### src/rtl/pc_ras.sv
// Program counter with stride increment, relative branch and a circular return-address stack.
// Build option: define PC_BRANCH_EN to enable the signed-offset branch on `br`.
module pc_ras #(
  parameter int WIDTH = 16,
  parameter int DEPTH = 8,
  parameter int STEP  = 1
) (
  input  logic                       clk,
  input  logic                       rst,
  input  logic [WIDTH-1:0]           in,
  input  logic                       ld,
  input  logic                       incr,
  input  logic                       br,
  input  logic                       call,
  input  logic                       ret,
  output logic [WIDTH-1:0]           out,
  output logic [$clog2(DEPTH+1)-1:0] ras_level,
  output logic                       ras_full,
  output logic                       ras_empty,
  output logic                       ras_ovf,
  output logic                       ras_unf
);

  localparam int LW = $clog2(DEPTH+1);
  localparam int PW = $clog2(DEPTH);
  localparam logic [WIDTH-1:0] STEP_W   = WIDTH'(STEP);
  localparam logic [LW-1:0]    FULL_LVL = LW'(DEPTH);

  logic [WIDTH-1:0] pc_q, pc_d;
  logic [PW-1:0]    ptr_q, ptr_d;
  logic [LW-1:0]    lvl_q, lvl_d;
  logic             ovf_q, ovf_d;
  logic             unf_q, unf_d;
  logic [WIDTH-1:0] mem_q [DEPTH];
  logic             mem_we;
  logic [WIDTH-1:0] mem_wdata;
  logic [PW-1:0]    top_idx;

  // ptr_q points at the next slot to write; the top entry sits one below it.
  assign top_idx   = ptr_q - PW'(1);
  assign ras_full  = (lvl_q == FULL_LVL);
  assign ras_empty = (lvl_q == '0);

  always_comb begin
    pc_d      = pc_q;
    ptr_d     = ptr_q;
    lvl_d     = lvl_q;
    ovf_d     = ovf_q;
    unf_d     = unf_q;
    mem_we    = 1'b0;
    mem_wdata = pc_q + STEP_W;
    if (ret) begin
      if (ras_empty) begin
        unf_d = 1'b1;
      end else begin
        pc_d  = mem_q[top_idx];
        ptr_d = top_idx;
        lvl_d = lvl_q - LW'(1);
      end
    end else if (call) begin
      // When full the write lands on the oldest entry, since the pointer has wrapped onto it.
      mem_we = 1'b1;
      ptr_d  = ptr_q + PW'(1);
      pc_d   = in;
      if (ras_full) ovf_d = 1'b1;
      else          lvl_d = lvl_q + LW'(1);
    end else if (ld) begin
      pc_d = in;
`ifdef PC_BRANCH_EN
    end else if (br) begin
      pc_d = pc_q + in;
    end else if (incr) begin
      pc_d = pc_q + STEP_W;
    end
`else
    end else if (incr) begin
      pc_d = pc_q + STEP_W;
    end else if (br) begin
      pc_d = pc_q;
    end
`endif
  end

  always_ff @(posedge clk) begin
    if (rst) begin
      pc_q  <= '0;
      ptr_q <= '0;
      lvl_q <= '0;
      ovf_q <= 1'b0;
      unf_q <= 1'b0;
    end else begin
      pc_q  <= pc_d;
      ptr_q <= ptr_d;
      lvl_q <= lvl_d;
      ovf_q <= ovf_d;
      unf_q <= unf_d;
    end
  end

  always_ff @(posedge clk) begin
    if (mem_we && !rst) mem_q[ptr_q] <= mem_wdata;
  end

  assign out       = pc_q;
  assign ras_level = lvl_q;
  assign ras_ovf   = ovf_q;
  assign ras_unf   = unf_q;

endmodule

### config.mk
export PLATFORM = sky130hd
export DESIGN_NAME = pc_ras
export DESIGN_NICKNAME = d
export VERILOG_FILES = /design/src/rtl/pc_ras.sv
export SDC_FILE = /design/constraint.sdc
export NUM_CORES = 1
export LEC_CHECK = 0
export ABC_AREA = 1
export CORE_UTILIZATION = 46
export DETAILED_ROUTE_END_ITERATION = 8
export PLACE_DENSITY = 0.7
export SLEW_MARGIN = 15
export SYNTH_ARGS = -nofsm -noshare
export SYNTH_HDL_FRONTEND = slang
export SYNTH_SLANG_ARGS = --single-unit
### constraint.sdc
create_clock -name clk -period 2.09 [get_ports clk]
set_input_delay 0.418 -clock clk [delete_from_list [all_inputs] [get_ports clk]]
set_output_delay 0.418 -clock clk [all_outputs]
set_load 0.01 [all_outputs]
==> impl_metrics.yaml <==
clock_tree:
  cts_made_buffers: 17
  clk_path_buf_depth: 2
  clk_latency_ps: 430
  cts_tree: "built"
  cts-root-buf: "clkbuf_16"
  cts.sinks: 153
  cts_htree_levels: 4
  path_clk_slew_ps: 60
place:
  place.gp.congestion: 0.902
  pre_cts_slack_ps: -146
  place_hpwl_microns: 11200
  placed_area_sq_um: 7820
  placed_cells: 961
  io_buffers: 45
global_routing:
  overflow: 0
  grt_usage: 0.227
  antenna_found_initial: 0
  grt_pass1_wl_microns: 27000
  grt_pass1_vias: 5228
  grt_max_degree: 60
route:
  drc: 0
  first_iter_violations: 541
  routedWlPerCell_microns: 17.0
  vias_per_cell: 5.36
  wl_microns: 16900
  vias: 5325
  drtPass1Iterations: 5
  postRouteAntennaNets: 0
timing:
  min_period_ps: 1920
  rsz0062_at_grt: "false"
  tightest_slew_ps: 802
  slew_headroom: 0.463
  fin_hold_ws_ps: 454
  fmaxAchievable_mhz: 522
  layout_setup_ws_ps: 173
  hold_violations: 0
  setup_viol: 0
  fin_crit_sh: 0.917
  slew_violations: 0
  fin_setup_tns_ps: 0
  clock-skew-final_ps: 5.82
synth:
  ys_warn_count: 0
  synth_cells: 727
  avgSynthCellArea_sq_um: 9.65
  netlist_area_sq_um: 7020
  syn_nets: 756
  synth_cell_type_count: 35
  synth-seq-cells: 153
  yosysSeqAreaShare: 0.619
final_layout:
  syn2layout_area_growth_pct: 21.0
  fin_util: 0.577
  fin_nets: 825
  diodes: 0
  fin_cells: 993
  fillerInstances: 1198
  finish.instance_area_sq_um: 8490
  drive_above_1_share: 0.111
setup_path:
  critPathCaptureType: "flop"
  cp.required_ps: 2220
  cp.arrival_ps: 2050
  worst-setup-path-type: "flop to flop"
  rr_endpoint: "mem_q[6][8]"
  critPathLaunchType: "flop"
  r2r_start: "ptr_q[0]"
  reg2reg_depth: 5
  path_max_fanout: 59
  reg2reg_slack_ps: 170
power:
  p_per_area_nw_per_um2: 1240
  switching_share: 0.325
  power.switching_mw: 3.43
  comb_power_share: 0.296
  pwr-share-seq: 0.382
  clockPowerShare: 0.322
  fin_total_pwr_mw: 10.6
  p_int_mw: 7.13
  power_leakage_nw: 3.31
  peakVddDrop_mv: 0.680
min_path:
  hold_depth: 2
  min_from: "ras_unf"
  hp-class: "flop to flop"
  holdPathEnd: "ras_unf"
die:
  core_area_sq_um: 14700
  placementRows: 44
  chipHeight_microns: 125
  start_util: 0.477
  ios: 47
  die_w_microns: 125
  dieArea_sq_um: 15700
run:
  maxCapViolations: 0
status:
  status: "completed"
==> worst max-delay path: stages, from the launching register on <==
cell and delay, ps:
dfxtp_2 370, inv_1 100, buf_4 500, nand2_1 210, nor2_1 200, buf_4 240
==> synth_stat cells, drive strengths merged <==
master | n | area share
o211ai | 4 | 0.0043
nand4 | 3 | 0.0027
fa | 1 | 0.0029
dfxtp | 25 | 0.071
ha | 5 | 0.0089
a31o | 1 | 0.0012
edfxtp | 128 | 0.55
xor2 | 6 | 0.0086
o21ai | 75 | 0.055
inv | 49 | 0.027
nand2 | 174 | 0.095
nand3b | 2 | 0.0021
nand3 | 35 | 0.025
o22ai | 4 | 0.0036
nor2 | 140 | 0.079
xnor2 | 4 | 0.0061
a21oi | 36 | 0.026
buf | 26 | 0.026
a22o | 1 | 0.0012
clkbuf | 7 | 0.0066
a211oi | 1 | 0.0011
==> worst max path at each step <==
| stage | from | endpoint | slack (ps) | cells past startpoint |
|---|---|---|---|---|
| 6_report | ptr_q[0] | mem_q[6][8] | 170 | 5 |
| 5_1_grt | ptr_q[0] | mem_q[0][11] | 10 | 5 |
| 4_1_cts | ptr_q[0] | out[13] | 80 | 9 |
| 3_5_place_dp | call | mem_q[5][13] | -150 | 8 |
| 3_3_place_gp | call | mem_q[5][11] | -160 | 8 |
| 2_1_floorplan | call | mem_q[0][0] | 110 | 6 |
==> cells in the final DEF (no fill, tap or decap), types with 2 or more instances in the layout <==
master and count:
a21oi_1 36, buf_12 5, buf_4 31, buf_6 2
bufinv_16 6, clkbuf_16 17, clkdlybuf4s50_1 43, clkinv_1 2
clkinv_2 3, clkinv_4 2, dfxtp_1 24, dlygate4sd2_1 2
edfxtp_1 128, ha_1 4, inv_1 46, inv_2 2
nand2_1 170, nand2_2 4, nand3_1 35, nand3b_1 2
nand4_1 3, nor2_1 130, nor2_2 8, nor2_4 2
o211ai_1 4, o21ai_0 64, o21ai_1 9, o21ai_2 2
o22ai_1 4, xnor2_1 3, xor2_1 5
==> cell families after synthesis <==
kind of cell	Yosys count	share of synthesized area
simple gates	354	0.203
flops	153	0.619
compound gates	122	0.0917
buf+inv	82	0.0592
xor+xnor	10	0.0146
fa+ha+maj	6	0.0118
==> state kept, by name, summed over array words and instances, names as in the netlist <==
signal / flops
mem_q: 128
ras_ovf: 1
ras_unf: 1
ptr_q: 3
out: 16
ras_level: 4
==> layout make-up <==
cell class              count  area [sq um]  share of cell area
multi-input cells         492          2260               0.267
flip-flops and latches    153          4350               0.512
inverters                  49           186              0.0220
well taps                 184           230              0.0271
repair buffers             83           803              0.0947
clock inverters            14           228              0.0268
clock buffers              18           429              0.0506
==> power by group through the flow <==
stage          combinational (mW)  clock (mW)  sequential [mW]
2_1_floorplan                1.96           0             4.07
3_3_place_gp                 3.01           0             4.07
3_5_place_dp                 3.09           0             4.08
4_1_cts                      3.11        3.43             4.03
5_1_grt                      3.45        3.56             4.06
6_report                     3.13        3.40             4.03
==> per-layer routing <==
metal | up-vias | GRT usage | wire length [microns]
met5 | - | 0 | 0
met4 | 0 | 0.122 | 579
met3 | 36 | 0.0436 | 851
met2 | 180 | 0.380 | 8460
met1 | 2528 | 0.278 | 7030
li1 | 2581 | - | -
==> repair_timing <==
action	CTS	global route
endpoints found under the setup margin	2	5
buffers inserted	0	0
hold buffers	0	0
gates cloned	0	0
resized for setup	3	3
Note: power is estimated with default switching activity, not from simulation.
